**config.mk**
```make
export PLATFORM = sky130hd
export DESIGN_NAME = cfg_serializer
export DESIGN_NICKNAME = d
export VERILOG_FILES = /design/src/rtl/cfg_pkg.sv /design/src/rtl/cfg_phase_timer.sv /design/src/rtl/cfg_serializer.sv
export SDC_FILE = /design/constraint.sdc
export NUM_CORES = 1
export LEC_CHECK = 0
export ABC_AREA = 1
export CELL_PAD_IN_SITES_DETAIL_PLACEMENT = 0
export CELL_PAD_IN_SITES_GLOBAL_PLACEMENT = 1
export CORE_MARGIN = 5
export CORE_UTILIZATION = 25
export DETAILED_ROUTE_END_ITERATION = 10
export PLACE_DENSITY = 0.63
export SYNTH_ARGS = -nofsm -noshare
export SYNTH_HDL_FRONTEND = slang
export SYNTH_SLANG_ARGS = --single-unit
```
**constraint.sdc**
```tcl
create_clock -name i_clk -period 2 [get_ports i_clk]
set_input_delay 0.4 -clock i_clk [delete_from_list [all_inputs] [get_ports i_clk]]
set_output_delay 0.4 -clock i_clk [all_outputs]
set_load 0.05 [all_outputs]
```
**src/rtl/cfg_pkg.sv**
```systemverilog
// cfg_serializer shared types and constants.
// Frame width, divider default, phase counter width, FSM encoding.
package cfg_pkg;

  localparam int CFG_WORD_W      = 5;
  localparam int CFG_DIV_DEFAULT = 4;
  localparam int CFG_PH_W        = 4;
  localparam int CFG_IDX_W       = 3;
  localparam int CFG_DIV_MIN     = 2;
  localparam int CFG_DIV_MAX     = 16;

  localparam logic [CFG_IDX_W-1:0] CFG_LAST_BIT =
    CFG_IDX_W'(CFG_WORD_W - 1);

  typedef enum logic [1:0] {
    ST_IDLE,
    ST_SCLK_LO,
    ST_SCLK_HI,
    ST_DONE
  } cfg_state_e;

  // Frame word: amplifier 2 gain above amplifier 1 gain.
  function automatic logic [CFG_WORD_W-1:0] cfg_word(
    input logic [1:0] gain_a1,
    input logic [2:0] gain_a2
  );
    return {gain_a2, gain_a1};
  endfunction

endpackage

```
**src/rtl/cfg_phase_timer.sv**
```systemverilog
// Phase timer for cfg_serializer.
// Counts CLK_DIV enabled cycles, flags the last one, then wraps.
module cfg_phase_timer
  import cfg_pkg::*;
#(
  parameter int CLK_DIV = CFG_DIV_DEFAULT
) (
  input  logic i_clk,
  input  logic i_resetbAll,
  input  logic restart,
  input  logic enable,
  output logic expired
);

  localparam logic [CFG_PH_W-1:0] PH_LAST =
    CFG_PH_W'(CLK_DIV - 1);

  logic [CFG_PH_W-1:0] phase_cnt;

  assign expired = enable && (phase_cnt == PH_LAST);

  // Phase counter: cleared on restart or wrap, else counts.
  always_ff @(posedge i_clk or negedge i_resetbAll) begin
    if (!i_resetbAll) begin
      phase_cnt <= '0;
    end else if (restart || expired) begin
      phase_cnt <= '0;
    end else if (enable) begin
      phase_cnt <= phase_cnt + 1'b1;
    end
  end

endmodule

```
**src/rtl/cfg_serializer.sv**
```systemverilog
// Serial configuration frame sender for the amplifier backend.
// Shifts the 5-bit gain word out LSB first on o_sclk/o_sdin.
module cfg_serializer
  import cfg_pkg::*;
#(
  parameter int CLK_DIV = CFG_DIV_DEFAULT
) (
  input  logic       i_clk,
  input  logic       i_resetbAll,
  input  logic       i_load,
  input  logic [1:0] i_gainA1,
  input  logic [2:0] i_gainA2,
  output logic       o_busy,
  output logic       o_done,
  output logic       o_sclk,
  output logic       o_sdin
);

  if (CLK_DIV < CFG_DIV_MIN || CLK_DIV > CFG_DIV_MAX) begin : g_bad_div
    $error("cfg_serializer: CLK_DIV must be 2..16");
  end

  cfg_state_e              state;
  logic [CFG_WORD_W-1:0]   word;
  logic [CFG_IDX_W-1:0]    bit_idx;
  logic [CFG_IDX_W-1:0]    next_idx;
  logic [CFG_WORD_W-1:0]   load_word;
  logic                    accept;
  logic                    ph_en;
  logic                    ph_exp;

  assign load_word = cfg_word(i_gainA1, i_gainA2);
  assign accept    = (state == ST_IDLE) && i_load;
  assign ph_en     = (state == ST_SCLK_LO) ||
                     (state == ST_SCLK_HI);
  assign next_idx  = bit_idx + 1'b1;

  cfg_phase_timer #(
    .CLK_DIV (CLK_DIV)
  ) u_timer (
    .i_clk       (i_clk),
    .i_resetbAll (i_resetbAll),
    .restart     (accept),
    .enable      (ph_en),
    .expired     (ph_exp)
  );

  // Frame FSM with registered serial outputs.
  always_ff @(posedge i_clk or negedge i_resetbAll) begin
    if (!i_resetbAll) begin
      state   <= ST_IDLE;
      word    <= '0;
      bit_idx <= '0;
      o_busy  <= 1'b0;
      o_done  <= 1'b0;
      o_sclk  <= 1'b0;
      o_sdin  <= 1'b0;
    end else begin
      unique case (state)
        ST_IDLE: begin
          o_done <= 1'b0;
          o_sclk <= 1'b0;
          if (accept) begin
            state   <= ST_SCLK_LO;
            word    <= load_word;
            bit_idx <= '0;
            o_busy  <= 1'b1;
            o_sdin  <= load_word[0];
          end else begin
            o_busy <= 1'b0;
            o_sdin <= 1'b0;
          end
        end
        ST_SCLK_LO: begin
          if (ph_exp) begin
            state  <= ST_SCLK_HI;
            o_sclk <= 1'b1;
          end
        end
        ST_SCLK_HI: begin
          if (ph_exp) begin
            o_sclk <= 1'b0;
            if (bit_idx == CFG_LAST_BIT) begin
              state  <= ST_DONE;
              o_done <= 1'b1;
              o_sdin <= 1'b0;
            end else begin
              state   <= ST_SCLK_LO;
              bit_idx <= next_idx;
              o_sdin  <= word[next_idx];
            end
          end
        end
        ST_DONE: begin
          state   <= ST_IDLE;
          bit_idx <= '0;
          o_busy  <= 1'b0;
          o_done  <= 1'b0;
          o_sclk  <= 1'b0;
          o_sdin  <= 1'b0;
        end
        default: begin
          state  <= ST_IDLE;
          o_busy <= 1'b0;
          o_done <= 1'b0;
          o_sclk <= 1'b0;
          o_sdin <= 1'b0;
        end
      endcase
    end
  end

endmodule

```
# Word-level counts from Yosys, hierarchy flattened
# Cells that the tools add are included.
# Widths: inputs -> output; s select.
# op_classes
n_addsub	2
n_lt_le_gt_ge	1
n_mux	25
n_reduce_logical	16
eq_ne	10
# ops
operator	count
$mux 1	9
$mux 3	3
$pmux 3 s3	1
$mux 2	4
$mux 4	2
$ne 2x1->1 const B	4
$pmux 2 s4	1
$pmux 1 s3	2
$reduce_and 2->1	3
$reduce_and 3->1	2
$reduce_bool 2->1	3
$add 4x1->4 const B	1
$eq 2x2->1 const B	2
$eq 4x2->1 const B	1
$lt 3x4->1 const B	1
$pmux 1 s2	2
$reduce_and 4->1	1
$add 3x1->3 const B	1
$bmux 1 s3	1
$eq 3x3->1 const B	1
$reduce_bool 3->1	1
$eq 2x1->1 const B	1
$logic_and 1x1->1	2
$logic_not 2->1	1
3 further kinds	4
# word_totals
reg_bits	18

# Depth between registers and ports, before layout
# Gate-level depths: netlist of the first run.
# logic_depth
ltp_word	6
mapped_depth	9
depth_no_buf	9

# Hierarchy
# Synthesis of the first run repeated with hierarchy kept, for this count alone.
# unflattened
cells_unflattened	125
hier_area_um2	1002.2
# modules_own_cells
mod	cells_per_inst	area_per_inst_um2	n_inst
cfg_serializer	98	779.5	1
cfg_phase_timer	27	222.7	1

# Least setup slack after synthesis of the first run
# Ideal clock, no wire load.
# synth_timing
kind	flip-flop to flip-flop
start	register state[0]
end	register state[1]
n_path_buf	0
arrival_ps	1267
path_slack_ps	604
required_time_ps	1872
setup_time_ps	128
path_stages_with_launch	9
path_cell_list	dfrtp_1 > inv_1 > ha_1 > nand2_2 > clkinv_2 > nand2_1 > nand2_1 > nand2_2 > o22ai_1
# synth_between
elab_chain_cells	5
# synth_lines
element	line_no	text
start: declaration	cfg_serializer.sv:23	cfg_state_e state;
start signal: assignment	cfg_serializer.sv:51	state <= ST_IDLE;
start signal: assignment	cfg_serializer.sv:64	state <= ST_SCLK_LO;
start signal: assignment	cfg_serializer.sv:76	state <= ST_SCLK_HI;
$eq 2x1->1 or $eq 2x2->1 (tied branches)	cfg_serializer.sv:34, cfg_serializer.sv:59, cfg_serializer.sv:35	
$logic_or 1x1->1	cfg_serializer.sv:34	assign ph_en = (state == ST_SCLK_LO) ||
$logic_and 1x1->1	cfg_phase_timer.sv:20	assign expired = enable && (phase_cnt == PH_LAST);
$ne 2x1->1 (no source line)	-	
$reduce_and 3->1 (no source line)	-	
# Several ways; a longest one is shown, not always the timed one.
# A chain may end at the register's enable or synchronous reset.

# Worst setup path in the final report of the first run
# layout_timing
start	register o_sdin
end	output o_sdin
# layout_rtl
element	line_no	text
start: declaration	cfg_serializer.sv:16	output logic o_sdin
start signal: assignment	cfg_serializer.sv:68	o_sdin <= load_word[0];
start signal: assignment	cfg_serializer.sv:90	o_sdin <= word[next_idx];
# No word-level cell between the ends.

==> metrics.csv, run 1 <==
stage;metric;value;unit
final_layout;finalNonFillerCells;191;
pwr;ir_drop;473;uV
final_layout;layout_commonest_cell;nand2_1;
die;die_x;73.8;microns
cts;cts_tree;built;
cts;ctsRootBufferMaster;clkbuf_8;
final_layout;area_delta_synth_final;22.0;%
sta;worst_pin_slew;501;ps
outcome;outcome;finished, final reports clean;
die;die_h;73.8;microns
detailed_routing;routed_via_density;4.17;
synthesis;ys.flop_type;dfrtp_1;
setup_path;cp-start-kind;flop;
job;drv_cap;0;
synthesis;netlist_instances;126;
die;ios;12;
final_layout;nNetsFinal;159;
setup_path;cp_max_fo;2;
setup_path;crit_cells;1;
cts;cts_resized;0;
sta;final_max_slew_viol_count;0;
final_layout;layout_common_cells;nand2_1, dfrtp_1, inv_1;
detailed_routing;dr.pass1.iters;4;
cts;htree_levels;1;
die;die_area;5450;sq um
sta;fin_crit_sh;90.3;%
die;floorplan.initialDensity;25.6;%
setup_path;cp-end-kind;output port;
cts;cts_hold_buf;0;
synthesis;synth_seq_area_share;44.2;%
synthesis;synth_nets;142;
detailed_routing;route.detailed.drc;0;
setup_path;crit_type;flop to output port;
sta;rsz0062_at_grt;false;
die;core.rowCount;23;
sta;setup_violations;0;
sta;setup_ws;195;ps
global_routing;grt_max_degree;19;
setup_path;critical_path_buf_inv_count;1;
sta;relSlewSlack;66.5;%
setup_path;cp.required;1600;ps
cts;cts_buffer_depth;2;
sta;hold_slack;481;ps
setup_path;r2r_cells;7;
die;core_area;3970;sq um
cts;cts.sinks;18;
placement;io_buffers;11;
synthesis;avgSynthCellArea;8.08;sq um
sta;fin_tns_setup;0;ps
detailed_routing;vias;796;
setup_path;cp_slowest_cell;clkdlybuf4s50_1;
synthesis;async_flop_share;100;%
placement;gp_congestion;0.767;
setup_path;cp_slowest_stage_delay;810;ps
pwr;p_per_area;1470;nW/um^2
placement;dp.cells;188;
synthesis;synth_area;1020;sq um
final_layout;stdcell_area;1240;sq um
worst_hold_path;holdCritPathClass;input pin to asynchronous set/reset pin;
pwr;leakage;0.605;nW
cts;clk_latency;250;ps
cts;postCtsSetupBuffers;0;
final_layout;n_antenna_cell;0;
detailed_routing;wl_per_cell;10.2;microns
placement;post_dp_cell_area;1200;sq um
global_routing;grt_pass1_vias;784;
sta;fmax;554;MHz
synthesis;synth_cell_types;21;
global_routing;grt_pass1_wl;3.33;mm
detailed_routing;drt-total-wl;1.95;mm
sta;skew;3.85;ps
global_routing;grt-ovfl-total;0;
cts;cts_buffers;3;
placement;preCtsSetupSlack;403;ps
synthesis;synth_warnings;0;
sta;finalCriticalPeriod;1810;ps
global_routing;grt_antenna_before_repair;0;
detailed_routing;antenna_left;0;
final_layout;finish.utilization;31.3;%
pwr;power.total;1.83;mW
detailed_routing;drt-initial-drc-count;8;
synthesis;synth-seq-cells;18;
cts;clk_pin_slew;70;ps
placement;post-dp-hpwl;1.55;mm
setup_path;cp_top_family;buffers and inverters;
global_routing;grt_usage;8.01;%
setup_path;crit_chain;clkdlybuf4s50_1;
synthesis;synth-edff-count;0;
sta;finalHoldViolations;0;
final_layout;drive_gt1_share;10.6;%
setup_path;cp.arrival;1410;ps
-- registers in the layout, summed over array words and instances (netlist names) --
| register | cells |
|---|---|
| bit_idx | 3 |
| u_timer.phase_cnt | 4 |
| o_sclk | 1 |
| o_busy | 1 |
| word | 5 |
| state | 2 |
| o_done | 1 |
| o_sdin | 1 |
-- per-layer routing --
layer	vias up	track usage, %	part of all wire, %
met3	2	2.33	3.5
met2	6	13.1	47
met1	361	9.39	49
met4	0	4.23	1.0
li1	427	-	-
met5	-	0	0
-- cells by family (layout without fill, tap and decap cells) --
family / Yosys count / in the layout / synth area share [%]
AO/OA/AOI/OAI: 16 / 16 / 8.60
XOR/XNOR: 2 / 2 / 1.72
adder cells (fa/ha/maj): 8 / 8 / 9.83
buffers and inverters: 17 / 32 / 6.51
flip-flops: 18 / 18 / 44.2
AND/OR/NAND/NOR: 65 / 65 / 29.1
-- worst paths after layout --
path	start	slack, ps	to
max in group asynchronous	i_resetbAll	1310	o_busy
min in group i_clk	word[4]	490	word[4]
max reg2reg	state[0]	410	u_timer.phase_cnt[3]
min	i_resetbAll	480	bit_idx[1]
min reg2reg	word[4]	490	word[4]
max	o_sdin	190	o_sdin
-- Yosys cell counts (all sizes together), types with 2 or more instances --
master / count / share of area (%)
nand2: 48 / 20
dfrtp: 18 / 44
inv: 15 / 5.5
nand3: 10 / 5.4
o21ai: 9 / 4.8
ha: 8 / 9.8
a21oi: 5 / 2.5
nor2: 5 / 2.6
xor2: 2 / 1.7
-- cell type report --
class / instances / area [sq um]
fillers: 442 / 2730
multi-input cells: 91 / 502
flip-flops and latches: 18 / 450
inverters: 16 / 61.3
clock buffers: 3 / 41.3
well taps: 50 / 62.6
repair buffers: 13 / 125
-- power breakdown --
group | switching (mW) | total, mW | internal [mW]
Combinational | 0.610 | 0.957 | 0.347
Clock | 0.118 | 0.252 | 0.134
Sequential | 0.110 | 0.617 | 0.507
Total | 0.838 | 1.83 | 0.988
Note: power is estimated with default switching activity, not from simulation.
==> run 2: changes to the inputs <==
--- a/config.mk
+++ b/config.mk
@@ -5,13 +5,13 @@
 export SDC_FILE = /design/constraint.sdc
 export NUM_CORES = 1
 export LEC_CHECK = 0
-export ABC_AREA = 1
+export ABC_AREA = 0
 export CELL_PAD_IN_SITES_DETAIL_PLACEMENT = 0
 export CELL_PAD_IN_SITES_GLOBAL_PLACEMENT = 1
-export CORE_MARGIN = 5
+export CORE_MARGIN = 2
 export CORE_UTILIZATION = 25
 export DETAILED_ROUTE_END_ITERATION = 10
-export PLACE_DENSITY = 0.63
+export PLACE_DENSITY = 0.6
 export SYNTH_ARGS = -nofsm -noshare
 export SYNTH_HDL_FRONTEND = slang
 export SYNTH_SLANG_ARGS = --single-unit
==> run 2 against run 1 <==
  * Critical path depth grew 5
  * Non-clock buffer count rose by 2
  * Worst setup slack worse by 86 ps
  * Sequential power is 41% lower
  * First-iteration DRC count grew to 5.0 times the previous value
  * Utilization grew 0.83 points
  * Count of clock-buffer cells in the layout rose by 1
  * Fmax shrank 4.6%
  * Die area fell by 13%
  * Critical path type is now flop to flop
  * Clock power up 21%
  * Global-route usage grew 2.3 points
  * Sequential share of layout area shrank 1.4 points
==> metrics.csv, run 2 <==
stage;metric;value;unit;change
global_routing;grt_pass1_wl;3.56;mm;was 3.33 mm
final_layout;top_regs;word (5), u_timer.phase_cnt (4), bit_idx (3);;unchanged
setup_path;cp_slowest_stage_delay;420;ps;was 810 ps
setup_path;cp_slowest_cell;ha_1;;was clkdlybuf4s50_1
pwr;ir_drop;166;uV;was 473 uV
final_layout;regMostFlops;word;;unchanged
pwr;power.total;0.692;mW;was 1.83 mW
die;core.rowCount;23;;unchanged
final_layout;fill_cells;410;;was 442
detailed_routing;vias;723;;was 796
synthesis;synth_most_common_cell;dfrtp_1;;was nand2_1
detailed_routing;drt-total-wl;2.01;mm;was 1.95 mm
cts;htree_levels;1;;unchanged
cts;cts_buffer_depth;2;;unchanged
sta;fin_crit_sh;94.6;%;was 90.3%
cts;cts_buffers;3;;unchanged
placement;io_buffers;11;;unchanged
placement;post-dp-hpwl;1.56;mm;was 1.55 mm
global_routing;grt_usage;10.3;%;was 8.01%
die;die_h;69.0;microns;was 73.8 microns
setup_path;crit_chain;inv_1, ha_1, and4bb_4, o2111ai_4, nor2_2, mux2_4;;was clkdlybuf4s50_1
synthesis;synth-edff-count;0;;unchanged
synthesis;synth_warnings;0;;unchanged
detailed_routing;routed.top_layer;met4;;unchanged
final_layout;area_delta_synth_final;22.5;%;was 22.0%
synthesis;yosys-top-cells-area;dfrtp_1, ha_1, mux2_2;;was dfrtp_1, nand2_1, ha_1
detailed_routing;routed_via_density;4.55;;was 4.17
synthesis;synth_area;1060;sq um;was 1020 sq um
cts;cts_tree;built;;unchanged
synthesis;netlist_instances;93;;was 126
synthesis;synth_seq_area_share;42.7;%;was 44.2%
synthesis;yosysTopAreaCell;dfrtp_1;;unchanged
sta;finalHoldViolations;0;;unchanged
placement;gp_congestion;0.746;;was 0.767
detailed_routing;wl_met1;985;microns;was 952 microns
final_layout;drive_gt1_share;20.2;%;was 10.6%
final_layout;largest_reg_flops;5;;unchanged
die;die_area;4760;sq um;was 5450 sq um
setup_path;crit_type;flop to flop;;was flop to output port
final_layout;n_antenna_cell;0;;unchanged
sta;setup_violations;0;;unchanged
sta;skew;9.33;ps;was 3.85 ps
die;core_area;4030;sq um;was 3970 sq um
detailed_routing;wl_met3;48;microns;was 69 microns
setup_path;cp.arrival;2030;ps;was 1410 ps
sta;finalCriticalPeriod;1890;ps;was 1810 ps
detailed_routing;route.detailed.drc;0;;unchanged
synthesis;synth-seq-cells;18;;unchanged
cts;clk_pin_slew;80;ps;was 70 ps
detailed_routing;wl_per_cell;12.6;microns;was 10.2 microns
synthesis;async_flop_share;100;%;unchanged
detailed_routing;antenna_left;0;;unchanged
setup_path;cp-end-kind;flop;;was output port
detailed_routing;dr.pass1.iters;4;;unchanged
job;drv_cap;0;;unchanged
global_routing;grt_antenna_before_repair;0;;unchanged
die;ios;12;;unchanged
cts;postCtsSetupBuffers;0;;unchanged
global_routing;grt_pass1_vias;752;;was 784
sta;fin_tns_setup;0;ps;unchanged
placement;dp.cells;155;;was 188
final_layout;finalNonFillerCells;159;;was 191
cts;cts_resized;0;;unchanged
synthesis;avgSynthCellArea;11.4;sq um;was 8.08 sq um
synthesis;ys.flop_type;dfrtp_1;;unchanged
setup_path;cp.required;2140;ps;was 1600 ps
global_routing;grt_max_degree;19;;unchanged
final_layout;layout_common_cells;dfrtp_1, nand2_1, clkdlybuf4s50_1;;was nand2_1, dfrtp_1, inv_1
detailed_routing;wl_met2;950;microns;was 911 microns
synthesis;synth_top_area_share;42.7;%;was 44.2%
cts;clk_latency;260;ps;was 250 ps
synthesis;synth_cell_types;33;;was 21
setup_path;cp-start-kind;flop;;unchanged
cts;cts_hold_buf;0;;unchanged
outcome;outcome;finished, final reports clean;;unchanged
die;floorplan.initialDensity;26.2;%;was 25.6%
cts;ctsRootBufferMaster;clkbuf_8;;unchanged
final_layout;nNetsFinal;126;;was 159
pwr;p_per_area;535;nW/um^2;was 1470 nW/um^2
pwr;leakage;0.586;nW;was 0.605 nW
sta;relSlewSlack;66.8;%;was 66.5%
sta;final_max_slew_viol_count;0;;unchanged
setup_path;cp_max_fo;7;;was 2
synthesis;synthTopCellsByCount;dfrtp_1, nand2_1, ha_1;;was nand2_1, dfrtp_1, inv_1
detailed_routing;drt-initial-drc-count;40;;was 8
sta;worst_pin_slew;496;ps;was 501 ps
global_routing;grt-ovfl-total;0;;unchanged
cts;cts.sinks;18;;unchanged
sta;rsz0062_at_grt;false;;unchanged
synthesis;synth_nets;109;;was 142
sta;fmax;529;MHz;was 554 MHz
worst_hold_path;holdCritPathClass;input pin to asynchronous set/reset pin;;unchanged
final_layout;layout_commonest_cell;dfrtp_1;;was nand2_1
die;die_x;69.0;microns;was 73.8 microns
run 2: final cells by class:
| cell class | instances | area, sq um | area share [%] |
|---|---|---|---|
| inverters | 6 | 22.5 | 1.74 |
| clock buffers | 4 | 55.1 | 4.26 |
| repair buffers | 15 | 140 | 10.8 |
| flip-flops and latches | 18 | 450 | 34.8 |
| multi-input cells | 66 | 563 | 43.5 |
| well taps | 50 | 62.6 | 4.84 |
run 2: path summary, 6_finish.rpt:
kind | to | slack, ps | cells past startpoint | startpoint
hold / removal | bit_idx[2] | 470 | 2 | i_resetbAll
hold reg to reg | o_busy | 500 | 2 | o_busy
max in group asynchronous | o_busy | 1320 | 2 | i_resetbAll
setup / recovery | bit_idx[0] | 110 | 6 | state[0]
min in group i_clk | o_busy | 500 | 2 | o_busy
setup reg to reg | bit_idx[0] | 110 | 6 | state[0]
run 2: power by group:
| part | switching [mW] | internal [mW] |
|---|---|---|
| logic | 0.0101 | 0.0139 |
| clock network | 0.129 | 0.175 |
| registers | 0 | 0.364 |
run 2: cell families (layout without fill, tap and decap cells):
family,Yosys count,after routing,synth area share (%)
DFF,18,18,42.7
xor gates and xnor gates,2,2,1.66
and+or+nand+nor,28,28,16.5
AOI/OAI and AO/OA,17,17,12.6
adders and majority gates,8,8,9.48
buffers and inverters,9,25,4.03
muxes,11,11,13.2
run 2: per-stage QoR:
stage                     instance area [sq um]  hold slack, ps  utilization [%]  setup slack, ps
after floorplan                            1060             104                -              257
after CTS                                  1290             475             32.1             79.6
after global routing                       1290             487             32.1             3.50
after detailed placement                   1240             495             30.7             95.7
final                                      1290             467             32.1              109
after global placement                     1240             483             30.7              115
run 2: per-layer routing:
metal,GRT usage (%),up-vias
met5,0,-
met4,5.15,0
met3,2.92,2
met2,15.9,4
met1,13.2,360
li1,-,357
run 2: critical path, delay by kind of cell, from the launching register on:
| family | cells | cell delay [ps] |
|---|---|---|
| flops | 1 | 410 |
| simple gates | 2 | 330 |
| fa+ha+maj | 1 | 420 |
| buf+inv | 1 | 110 |
| mux | 1 | 250 |
| compound gates | 1 | 250 |
==> run 3: changes to the inputs <==
==> constraint.sdc (replaced) <==
create_clock -name i_clk -period 1.8 [get_ports i_clk]
set_input_delay 0.36 -clock i_clk [delete_from_list [all_inputs] [get_ports i_clk]]
set_output_delay 0.36 -clock i_clk [all_outputs]
set_load 0.05 [all_outputs]
==> run 3 against run 2 <==
  * Sequential power is 11% higher
  * Clock power rose by 10%
  * Non-clock buffer count grew 2
  * Combinational power is 9.2% higher
  * Critical path type unchanged
  * Critical endpoint unchanged
==> metrics.csv, run 3 (synthesis results as in run 2) <==
stage;metric;value;unit;change
sta;final_max_slew_viol_count;0;;unchanged
placement;preCtsSetupSlack;98.7;ps;was 95.7 ps
cts;cts_buffers;3;;unchanged
sta;skew;5.32;ps;was 9.33 ps
detailed_routing;dr.pass1.iters;3;;was 4
sta;worst_pin_slew;238;ps;was 496 ps
sta;relSlewSlack;83.9;%;was 66.8%
final_layout;multi_input_area;563;sq um;unchanged
cts;clk_pin_slew;70;ps;was 80 ps
setup_path;crit_start;state[0];;unchanged
final_layout;top_regs;word (5), u_timer.phase_cnt (4), bit_idx (3);;unchanged
final_layout;n_antenna_cell;0;;unchanged
setup_path;worstReg2RegStart;state[0];;unchanged
detailed_routing;drt-total-wl;1.88;mm;was 2.01 mm
setup_path;crit_type;flop to flop;;unchanged
pwr;internal_power;0.614;mW;was 0.553 mW
die;floorplan.initialDensity;26.2;%;unchanged
global_routing;met2_usage;15.6;%;was 15.9%
setup_path;cp.required;1940;ps;was 2140 ps
placement;post_dp_cell_area;1240;sq um;about the same
cts;cts_hold_buf;0;;unchanged
final_layout;layout_commonest_cell;dfrtp_1;;unchanged
placement;gp_congestion;0.752;;was 0.746
global_routing;grt_max_degree;19;;unchanged
cts;cts.sinks;18;;unchanged
final_layout;stdcell_area;1300;sq um;was 1290 sq um
detailed_routing;drt-initial-drc-count;28;;was 40
setup_path;cp-end-kind;flop;;unchanged
sta;setup_ws;88.3;ps;was 109 ps
placement;io_buffers;11;;unchanged
setup_path;cp_max_fo;6;;was 7
sta;rsz0062_at_grt;false;;unchanged
pwr;p_per_area;589;nW/um^2;was 535 nW/um^2
final_layout;largest_reg_flops;5;;unchanged
global_routing;grt_usage;9.70;%;was 10.3%
sta;setup_violations;0;;unchanged
final_layout;layout_common_cells;dfrtp_1, nand2_1, buf_4;;was dfrtp_1, nand2_1, clkdlybuf4s50_1
worst_hold_path;holdCritPathClass;input pin to asynchronous set/reset pin;;unchanged
detailed_routing;antenna_left;0;;unchanged
sta;fmax;584;MHz;was 529 MHz
cts;ctsRootBufferMaster;clkbuf_8;;unchanged
pwr;combPwrFrac;3.4;%;was 3.5%
final_layout;area_delta_synth_final;23.0;%;was 22.5%
cts;htree_levels;1;;unchanged
global_routing;grt_pass1_vias;730;;was 752
pwr;switching_share;19.8;%;was 20.1%
cts;cts_tree;built;;unchanged
die;ios;12;;unchanged
sta;fin_tns_setup;0;ps;unchanged
die;die_area;4760;sq um;unchanged
final_layout;nNetsFinal;128;;was 126
final_layout;regMostFlops;word;;unchanged
setup_path;cp-start-kind;flop;;unchanged
sta;fin_crit_sh;95.1;%;was 94.6%
pwr;power.total;0.765;mW;was 0.692 mW
die;core_area;4030;sq um;unchanged
final_layout;finish.utilization;32.2;%;was 32.1%
global_routing;grt.busiest_layer;met2;;unchanged
cts;postCtsSetupBuffers;0;;unchanged
placement;dp.cells;157;;was 155
setup_path;cp.arrival;1860;ps;was 2030 ps
global_routing;grt_antenna_before_repair;0;;unchanged
detailed_routing;wl_per_cell;11.6;microns;was 12.6 microns
global_routing;use_met3;2.44;%;was 2.92%
cts;clk_latency;250;ps;was 260 ps
pwr;leakage;0.599;nW;was 0.586 nW
sta;hold_slack;428;ps;was 467 ps
pwr;switching_power;0.151;mW;was 0.139 mW
final_layout;drive_gt1_share;25.2;%;was 20.2%
outcome;outcome;finished, final reports clean;;unchanged
placement;post-dp-hpwl;1.47;mm;was 1.56 mm
cts;cts_buffer_depth;2;;unchanged
final_layout;finalNonFillerCells;161;;was 159
die;core.rowCount;23;;unchanged
detailed_routing;vias;708;;was 723
global_routing;grt-ovfl-total;0;;unchanged
detailed_routing;routed_via_density;4.40;;was 4.55
die;die_h;69.0;microns;unchanged
die;die_x;69.0;microns;unchanged
final_layout;fill_cells;430;;was 410
cts;cts_resized;0;;unchanged
job;drv_cap;0;;unchanged
sta;finalCriticalPeriod;1710;ps;was 1890 ps
detailed_routing;route.detailed.drc;0;;unchanged
pwr;p_clk_share;43.8;%;was 43.9%
pwr;seq_power_share;52.8;%;was 52.6%
final_layout;regArea;450;sq um;unchanged
sta;finalHoldViolations;0;;unchanged
global_routing;grtUsageMet1;12.2;%;was 13.2%
pwr;ir_drop;231;uV;was 166 uV
global_routing;grt_pass1_wl;3.39;mm;was 3.56 mm
run 3: cell count changes in the layout (fill, tap and decap cells not counted):
| cell | change |
|---|---|
| clkdlybuf4s50_1 | -4 |
| buf_4 | +6 |
run 3: area by class of cell:
type / count / share of cell area (%)
multi-input cells: 66 / 43.4
flip-flops and latches: 18 / 34.7
repair buffers: 17 / 11.2
well taps: 50 / 4.82
clock buffers: 4 / 4.24
inverters: 6 / 1.73
run 3: per-layer routing:
layer / wire length (microns) / share of wire [%] / vias up
met2: 910 / 49 / 6
li1: - / - / 361
met3: 49 / 2.6 / 2
met5: 0 / 0 / -
met1: 895 / 48 / 339
met4: 19 / 1.0 / 0
run 3: critical path, stage by stage (launching register included):
cell and delay, ps:
dfrtp_1 380, inv_1 120, ha_1 300, and4bb_4 260, o2111ai_4 250, nor2_2 50
mux2_4 250
run 3: power by group through the flow:
stage / Combinational (mW) / Clock (mW) / Sequential (mW)
global route: 0.0295 / 0.361 / 0.404
finish: 0.0262 / 0.335 / 0.404
floorplan: 0.000863 / 0 / 0.412
CTS: 0.0274 / 0.343 / 0.404
global placement: 0.0271 / 0 / 0.412
detailed placement: 0.0274 / 0 / 0.412
run 3: worst paths after layout:
kind,endpoint,slack (ps),cells past startpoint
worst max-delay path,bit_idx[0],90,6
worst min-delay path,state[1],430,2
worst max register to register,bit_idx[0],90,6
worst min register to register,word[1],500,1
max in group asynchronous,o_done,1170,2
min in group i_clk,word[1],500,1
